**src/rtl/genius_memory_game_if.sv**
```systemverilog
// Player-facing signal bundle of the Genius memory game.
//   iniciar : start/restart request, level-sampled
//   botoes  : one-hot player buttons
//   leds    : move display
//   pronto  : game finished
//   ganhou  : player won
//   perdeu  : player lost (wrong move or timeout)
// master = board/player side, slave = game controller.
interface genius_memory_game_if;
  logic       iniciar;
  logic [3:0] botoes;
  logic [3:0] leds;
  logic       pronto;
  logic       ganhou;
  logic       perdeu;

  modport master (
    output iniciar, botoes,
    input  leds, pronto, ganhou, perdeu
  );

  modport slave (
    input  iniciar, botoes,
    output leds, pronto, ganhou, perdeu
  );
endinterface

```
**src/rtl/genius_memory_game.sv**
```systemverilog
// Sequence-memory game controller (Simon style) for a 4-button/4-LED board.
// Each round the player replays the stored sequence and then enters one new
// move, which is appended to a 16x4 RAM. Round 16 completed correctly wins;
// a wrong move or an idle timeout loses.
// Ports:
//   clock                  : system clock (1 kHz nominal)
//   reset                  : asynchronous, active-low
//   game                   : player interface (iniciar, botoes, leds, pronto, ganhou, perdeu)
//   db_clock               : copy of clock
//   db_tem_jogada          : OR of the raw buttons
//   db_igual               : registered move equals RAM[endereco]
//   db_enderecoIgualRodada : endereco == rodada
//   db_timeout             : timeout occurred, held until restart
//   db_contagem/db_memoria/db_estado/db_jogadafeita/db_rodada :
//                            7-segment (active-low, gfedcba) debug digits
module genius_memory_game #(
  parameter int SHOW_CYCLES    = 1000,
  parameter int TIMEOUT_CYCLES = 3000
) (
  input  logic                       clock,
  input  logic                       reset,
  genius_memory_game_if.slave        game,
  output logic                       db_clock,
  output logic                       db_tem_jogada,
  output logic                       db_igual,
  output logic                       db_enderecoIgualRodada,
  output logic                       db_timeout,
  output logic [6:0]                 db_contagem,
  output logic [6:0]                 db_memoria,
  output logic [6:0]                 db_estado,
  output logic [6:0]                 db_jogadafeita,
  output logic [6:0]                 db_rodada
);

  localparam logic [3:0] S_INICIAL     = 4'h0;
  localparam logic [3:0] S_PREPARA     = 4'h1;
  localparam logic [3:0] S_MOSTRA      = 4'h2;
  localparam logic [3:0] S_ESPERA      = 4'h3;
  localparam logic [3:0] S_REGISTRA    = 4'h4;
  localparam logic [3:0] S_COMPARA     = 4'h5;
  localparam logic [3:0] S_PROXIMO     = 4'h6;
  localparam logic [3:0] S_ESPERA_NOVA = 4'h7;
  localparam logic [3:0] S_ESCREVE     = 4'h8;
  localparam logic [3:0] S_PROX_RODADA = 4'h9;
  localparam logic [3:0] S_FIM_GANHOU  = 4'hA;
  localparam logic [3:0] S_FIM_TIMEOUT = 4'hD;
  localparam logic [3:0] S_FIM_PERDEU  = 4'hE;

  // One timer serves both the display phase and the idle timeout, so it is
  // sized for the longer of the two.
  localparam int MAX_CYCLES = (SHOW_CYCLES > TIMEOUT_CYCLES) ? SHOW_CYCLES : TIMEOUT_CYCLES;
  localparam int TMR_W      = $clog2(MAX_CYCLES + 1);
  localparam logic [TMR_W-1:0] SHOW_LAST = TMR_W'(SHOW_CYCLES - 1);
  localparam logic [TMR_W-1:0] TMO_LAST  = TMR_W'(TIMEOUT_CYCLES - 1);

  function automatic logic [6:0] hex7(input logic [3:0] v);
    logic [6:0] seg;
    case (v)
      4'h0: seg = 7'b1000000;
      4'h1: seg = 7'b1111001;
      4'h2: seg = 7'b0100100;
      4'h3: seg = 7'b0110000;
      4'h4: seg = 7'b0011001;
      4'h5: seg = 7'b0010010;
      4'h6: seg = 7'b0000010;
      4'h7: seg = 7'b1111000;
      4'h8: seg = 7'b0000000;
      4'h9: seg = 7'b0010000;
      4'hA: seg = 7'b0001000;
      4'hB: seg = 7'b0000011;
      4'hC: seg = 7'b1000110;
      4'hD: seg = 7'b0100001;
      4'hE: seg = 7'b0000110;
      default: seg = 7'b0001110;
    endcase
    return seg;
  endfunction

  logic [3:0]       state;
  logic [3:0]       endereco;
  logic [3:0]       rodada;
  logic [3:0]       jogada_reg;
  logic [TMR_W-1:0] tmr;
  logic             timeout_flag;
  logic [3:0]       botoes_p0;
  logic             tem_p1;

  // Move RAM keeps its contents across reset; only address 0 is preloaded.
  logic [3:0] mem [16] = '{4'h1, 4'h0, 4'h0, 4'h0, 4'h0, 4'h0, 4'h0, 4'h0,
                           4'h0, 4'h0, 4'h0, 4'h0, 4'h0, 4'h0, 4'h0, 4'h0};

  logic [3:0] mem_rd;
  logic       igual;
  logic       end_eq;
  logic       jogada;

  assign mem_rd = mem[endereco];
  assign igual  = (jogada_reg == mem_rd);
  assign end_eq = (endereco == rodada);
  // Rising edge of the registered button OR: a held button counts once.
  assign jogada = (|botoes_p0) & ~tem_p1;

  // Stage p0: buttons registered; stage p1: previous OR for edge detection
  always_ff @(posedge clock or negedge reset) begin
    if (!reset) begin
      state        <= S_INICIAL;
      endereco     <= 4'd0;
      rodada       <= 4'd0;
      jogada_reg   <= 4'd0;
      tmr          <= '0;
      timeout_flag <= 1'b0;
      botoes_p0    <= 4'd0;
      tem_p1       <= 1'b0;
    end else begin
      botoes_p0 <= game.botoes;
      tem_p1    <= |botoes_p0;
      case (state)
        S_INICIAL: if (game.iniciar) state <= S_PREPARA;
        S_PREPARA: begin
          endereco     <= 4'd0;
          rodada       <= 4'd0;
          jogada_reg   <= 4'd0;
          tmr          <= '0;
          timeout_flag <= 1'b0;
          state        <= S_MOSTRA;
        end
        S_MOSTRA: begin
          if (tmr == SHOW_LAST) begin
            tmr   <= '0;
            state <= S_ESPERA;
          end else begin
            tmr <= tmr + 1'b1;
          end
        end
        S_ESPERA, S_ESPERA_NOVA: begin
          if (jogada) begin
            jogada_reg <= botoes_p0;
            tmr        <= '0;
            state      <= (state == S_ESPERA) ? S_REGISTRA : S_ESCREVE;
          end else if (tmr == TMO_LAST) begin
            timeout_flag <= 1'b1;
            state        <= S_FIM_TIMEOUT;
          end else begin
            tmr <= tmr + 1'b1;
          end
        end
        S_REGISTRA: state <= S_COMPARA;
        S_COMPARA: begin
          tmr <= '0;
          // endereco never exceeds rodada, so "not equal" means endereco < rodada
          if (!igual)               state <= S_FIM_PERDEU;
          else if (!end_eq)         state <= S_PROXIMO;
          else if (rodada == 4'd15) state <= S_FIM_GANHOU;
          else                      state <= S_ESPERA_NOVA;
        end
        S_PROXIMO: begin
          endereco <= endereco + 4'd1;
          tmr      <= '0;
          state    <= S_ESPERA;
        end
        S_ESCREVE: state <= S_PROX_RODADA;
        S_PROX_RODADA: begin
          rodada   <= rodada + 4'd1;
          endereco <= 4'd0;
          tmr      <= '0;
          state    <= S_ESPERA;
        end
        S_FIM_GANHOU, S_FIM_PERDEU, S_FIM_TIMEOUT: begin
          if (game.iniciar) begin
            timeout_flag <= 1'b0;
            state        <= S_PREPARA;
          end
        end
        default: state <= S_INICIAL;
      endcase
    end
  end

  // The final round never writes, so rodada+1 stays within the RAM.
  always_ff @(posedge clock) begin
    if (state == S_ESCREVE) mem[rodada + 4'd1] <= jogada_reg;
  end

  assign game.leds   = (state == S_MOSTRA) ? mem[0] : 4'd0;
  assign game.pronto = (state == S_FIM_GANHOU) || (state == S_FIM_PERDEU) ||
                       (state == S_FIM_TIMEOUT);
  assign game.ganhou = (state == S_FIM_GANHOU);
  assign game.perdeu = (state == S_FIM_PERDEU) || (state == S_FIM_TIMEOUT);

  assign db_clock               = clock;
  assign db_tem_jogada          = |game.botoes;
  assign db_igual               = igual;
  assign db_enderecoIgualRodada = end_eq;
  assign db_timeout             = timeout_flag;
  assign db_contagem            = hex7(endereco);
  assign db_memoria             = hex7(mem_rd);
  assign db_estado              = hex7(state);
  assign db_jogadafeita         = hex7(jogada_reg);
  assign db_rodada              = hex7(rodada);

endmodule

```
**src/flat_wrapper.sv**
```systemverilog
// flat-port wrapper written by rule: the top's interface ports become plain ports
module genius_memory_game_flat 
#(
  parameter int SHOW_CYCLES    = 1000,
  parameter int TIMEOUT_CYCLES = 3000
)
  (clock, reset, db_clock, db_tem_jogada, db_igual, db_enderecoIgualRodada, db_timeout, db_contagem, db_memoria, db_estado, db_jogadafeita, db_rodada, game_iniciar, game_botoes, game_leds, game_pronto, game_ganhou, game_perdeu);
  genius_memory_game_if game_i ();
  input  logic clock;
  input  logic reset;
  output logic db_clock;
  output logic db_tem_jogada;
  output logic db_igual;
  output logic db_enderecoIgualRodada;
  output logic db_timeout;
  output logic [6:0] db_contagem;
  output logic [6:0] db_memoria;
  output logic [6:0] db_estado;
  output logic [6:0] db_jogadafeita;
  output logic [6:0] db_rodada;
  input wire logic [$bits(game_i.iniciar)-1:0] game_iniciar;
  input wire logic [$bits(game_i.botoes)-1:0] game_botoes;
  output wire logic [$bits(game_i.leds)-1:0] game_leds;
  output wire logic [$bits(game_i.pronto)-1:0] game_pronto;
  output wire logic [$bits(game_i.ganhou)-1:0] game_ganhou;
  output wire logic [$bits(game_i.perdeu)-1:0] game_perdeu;
  assign game_i.iniciar = game_iniciar;
  assign game_i.botoes = game_botoes;
  assign game_leds = game_i.leds;
  assign game_pronto = game_i.pronto;
  assign game_ganhou = game_i.ganhou;
  assign game_perdeu = game_i.perdeu;
  genius_memory_game #(.SHOW_CYCLES(SHOW_CYCLES), .TIMEOUT_CYCLES(TIMEOUT_CYCLES)) u_core (.clock(clock), .reset(reset), .game(game_i), .db_clock(db_clock), .db_tem_jogada(db_tem_jogada), .db_igual(db_igual), .db_enderecoIgualRodada(db_enderecoIgualRodada), .db_timeout(db_timeout), .db_contagem(db_contagem), .db_memoria(db_memoria), .db_estado(db_estado), .db_jogadafeita(db_jogadafeita), .db_rodada(db_rodada));
endmodule
```
**config.mk**
```make
export PLATFORM = sky130hd
export DESIGN_NAME = genius_memory_game_flat
export DESIGN_NICKNAME = d
export VERILOG_FILES = /design/src/rtl/genius_memory_game_if.sv /design/src/rtl/genius_memory_game.sv /design/src/flat_wrapper.sv
export SDC_FILE = /design/constraint.sdc
export NUM_CORES = 1
export LEC_CHECK = 0
export CAP_MARGIN = 15
export CORE_MARGIN = 1.5
export CORE_UTILIZATION = 63
export DETAILED_ROUTE_END_ITERATION = 6
export GPL_ROUTABILITY_DRIVEN = 0
export GPL_TIMING_DRIVEN = 0
export PLACE_DENSITY = 0.87
export SLEW_MARGIN = 20
export SYNTH_ARGS = -nofsm -noshare
export SYNTH_HDL_FRONTEND = slang
export SYNTH_SLANG_ARGS = --single-unit
```
**constraint.sdc**
```tcl
create_clock -name clock -period 6.4 [get_ports clock]
set_input_delay 1.6 -clock clock [delete_from_list [all_inputs] [get_ports clock]]
set_output_delay 1.6 -clock clock [all_outputs]
set_load 0.05 [all_outputs]
```
; Word-level counts from Yosys, hierarchy flattened
; Memories as Yosys holds them, arrays and structs flattened.
; Index checks and enable logic that the tools add are counted.
[op_classes]
n_addsub = 3
n_reduce_logical = 21
muxes = 24
bitwise_logic = 2
n_eq_ne = 25
[op_table]
columns = op, n
row1 = 2-to-1 mux 4 bit, 10
row2 = 2-to-1 mux 12 bit, 3
row3 = one-hot mux 12 bit (3 select lines), 1
row4 = one-hot mux 4 bit (8 select lines), 1
row5 = equality test 4 bit (second input constant), 6
row6 = one-hot mux 4 bit (2 select lines), 3
row7 = equality test 4 x 3 -> 1 bit (second input constant), 4
row8 = OR reduction 4 bit, 4
row9 = adder 12 x 1 -> 12 bit (second input constant), 1
row10 = equality test 12 x 10 -> 1 bit (second input constant), 1
row11 = equality test 12 bit (second input constant), 1
row12 = adder 4 x 1 -> 4 bit (second input constant), 2
row13 = equality test 4 x 2 -> 1 bit (second input constant), 2
row14 = equality test 4 bit, 2
row15 = inequality test 2 x 1 -> 1 bit (second input constant), 4
row16 = nonzero test 2 bit, 3
row17 = nonzero test 3 bit, 2
row18 = OR reduction 2 bit, 3
row19 = 2-to-1 mux 1 bit, 5
row20 = equality test 4 x 1 -> 1 bit (second input constant), 1
row21 = zero test 4 bit, 1
row22 = inequality test 2 bit (second input constant), 2
row23 = AND reduction 2 bit, 2
row24 = AND reduction 4 bit, 1
row25 = 8 further kinds, 10
[word_totals]
mem_bits_ro = 560
mem_count = 6
wordCells = 89
in_bits = 7
reg_bits = 34
ramBits = 64
output_inout_bits = 47
[memory_table]
columns = name, words, width, read_ports, rd_clocked_by_memory_dff, wr, line_no
row1 = (name not given), 16, 7, 1, 0, 0, genius_memory_game.sv:58  ; case (v)
row2 = (name not given), 16, 7, 1, 0, 0, genius_memory_game.sv:58
row3 = (name not given), 16, 7, 1, 0, 0, genius_memory_game.sv:58
row4 = (name not given), 16, 7, 1, 0, 0, genius_memory_game.sv:58
row5 = (name not given), 16, 7, 1, 0, 0, genius_memory_game.sv:58
row6 = u_core.mem, 16, 4, 2, 0, 1, genius_memory_game.sv:89  ; logic [3:0] mem [16] = '{4'h1, 4'h0, 4'h0, 4'h0, 4'h0, 4'h0, 4'h0, 4'h0,

; Longest topological paths before layout
[logic_depth]
ltp_word = 5
mapped_depth = 11
depth_no_buf = 9

==> results.toml <==
[worst_setup_path]
cp-end-kind = "output pin"
cp.arrival_ns = 4.23
cp_max_fo = 2
required_ns = 4.80
crit_type = "clk2out"
crit_path_start_kind = "clock port"

[final_layout]
largest_register_ffs = 64
final_cell_mix = "nand2_1 (64), edfxtp_1 (64), nor2_1 (54), clkdlybuf4s50_1 (52), dfrtp_1 (34)"
reg_top3 = "u_core.mem x64, u_core.tmr x12"
drive_above_1_share_pct = 9.335
nets = 667
area_delta_synth_final_pct = 15.62
largest_register = "u_core.mem"
antenna_cells = 0

[sta]
slew_violations = 0
clock_skew_ns = 0.01638
finalHoldViolCount = 0
max_slew_margin_pct = 45.07
tightestPinTransition_ns = 0.8239
rsz0062_at_grt = "false"
fin_setup_tns_ns = 0
setup_viol = 0

[route]
ant_nets = 0
vias_per_cell = 6.326
drtIter0Drc = 415
wl_per_cell_um = 19.02
drt_wl_total_mm = 14.14
drc = 0
vias = 4700
first_pass_iters = 5

[clock_tree]
cts_tree = "done"
cts_resized = 0
post_cts_buffers = 0
holdBufCountCts = 0
clk_pin_slew_ns = 0.10
clock_latency_ns = 0.49

[floorplanning]
initial_core_util_pct = 64.24
fp.dieH_um = 99.61
boundaryPins = 54
coreArea_mm2 = 0.009153
fp.dieArea_mm2 = 0.009921
placementRows = 35
dieWidth_um = 99.61

[placement]
dpl.hpwl_mm = 10.05
io_buffer_count = 53

[power]
peakVddDrop_mv = 0.3251
clkPwrFrac_pct = 17.2
p_comb_share_pct = 54.6
p_per_area_mw_per_mm2 = 412.1
p_seq_share_pct = 28.1
power_leakage_nw = 2.550
switching_share_pct = 47.81
power_w = 0.002802
p_int_w = 0.001462
switching_power_w = 0.001339

[synth]
synth_top_cells_by_area = "edfxtp_1 (33%), dfrtp_1 (14%), ha_1 (7.0%)"
yosysTopAreaCell = "edfxtp_1"
syn_inst = 559
synthArstFlopShare_pct = 34.69
synth_top_cell_area_share_pct = 32.69
ys_types = 64
ys_seq_elements = 98
synth_edf_count = 64
synth_area_mm2 = 0.005879
yosysWarningCount = 0
yosysSeqAreaShare_pct = 47.16
ys.flop_type = "edfxtp_1"
syn-num-nets = 599
syn_avg_cell_area_um2 = 10.52

[global_routing]
grt.total_usage_pct = 29.81
grt_antenna_before_repair = 0
grt_overflow_total = 0
grt_pass1_wl_mm = 22.60
grt_pass1_vias = 4593
grt_start_max_net_pins = 26

[hold_path]
min_path_type = "reg2reg"

[job]
cap_violations = 0

[status]
outcome = "finished, final reports clean"
==> power by group through the flow <==
stage,registers (W),logic (W),clock network [W]
3_3_place_gp,0.000793,0.00147,0.0000447
6_report,0.000789,0.00153,0.000482
3_5_place_dp,0.000800,0.00151,0.0000447
5_1_grt,0.000794,0.00164,0.000507
4_1_cts,0.000786,0.00152,0.000484
2_1_floorplan,0.000778,0.00110,0.0000337
==> through the flow <==
stage	cell area [um^2]	hold slack [ns]	utilization, %	instances	worst slack, ns
2_1_floorplan	5879	0.4414	-	559	1.433
3_3_place_gp	6549	0.4573	71.55	723	0.8145
5_1_grt	6798	0.5098	74.27	743	0.5266
6_report	6798	0.4955	74.27	743	0.5742
4_1_cts	6798	0.4907	74.27	743	0.5639
3_5_place_dp	6571	0.4678	71.80	724	0.8145
==> cell families after synthesis <==
| kind of cell | Yosys count | synth area share (%) |
|---|---|---|
| AOI/OAI and AO/OA | 106 | 11.51 |
| xor gates and xnor gates | 23 | 3.426 |
| adders and majority gates | 33 | 7.023 |
| buffers and inverters | 58 | 4.320 |
| DFF | 98 | 47.16 |
| muxes | 47 | 10.75 |
| and+or+nand+nor | 194 | 15.81 |
==> final timing paths <==
check	depth (start not counted)	startpoint	slack, ns	end
max	4	clock	0.57	db_clock
min	2	u_core.botoes_p0[3]	0.50	u_core.jogada_reg[3]
max reg2reg	10	u_core.state[0]	3.60	u_core.state[3]
min reg2reg	2	u_core.botoes_p0[3]	0.50	u_core.jogada_reg[3]
max in group asynchronous	2	reset	4.98	u_core.tmr[11]
min in group asynchronous	1	reset	1.00	u_core.rodada[1]
==> worst max-delay path, cell delays in order <==
cell,delay [ns]
clkbuf_8,0.11
clkbuf_8,0.12
buf_4,0.12
clkdlybuf4s50_1,0.69
==> cell type report <==
cell class | instances | area (um^2)
Multi-Input combinational cell | 403 | 2853
Inverter | 23 | 86.33
Clock buffer | 13 | 175.2
Tap cell | 111 | 138.9
Timing Repair Buffer | 53 | 543.0
Sequential cell | 98 | 2773
Buffer | 35 | 167.7
Clock inverter | 7 | 61.31
Fill cell | 599 | 2355
==> synth_stat cells (5+ instances only) <==
cell type / count
a21oi_1: 24
and2_1: 5
and3_1: 8
buf_1: 5
clkbuf_1: 20
dfrtp_1: 34
edfxtp_1: 64
ha_1: 33
inv_1: 19
mux2_2: 9
mux2i_1: 26
mux4_2: 12
nand2_1: 64
nand2b_1: 8
nand3_1: 10
nand4_1: 8
nor2_1: 54
nor2b_1: 10
nor3_1: 6
o21ai_0: 32
o21ai_1: 5
o22ai_1: 5
xnor2_1: 10
xor2_1: 13
==> metal layers <==
layer / vias up / GRT usage, % / wire, um
met5: - / 0 / 0
li1: 2161 / - / -
met1: 2292 / 35.68 / 5513
met2: 206 / 52.05 / 7255
met3: 41 / 6.395 / 1003
met4: 0 / 13.11 / 362
No activity file was read; power rests on OpenSTA's default activity.
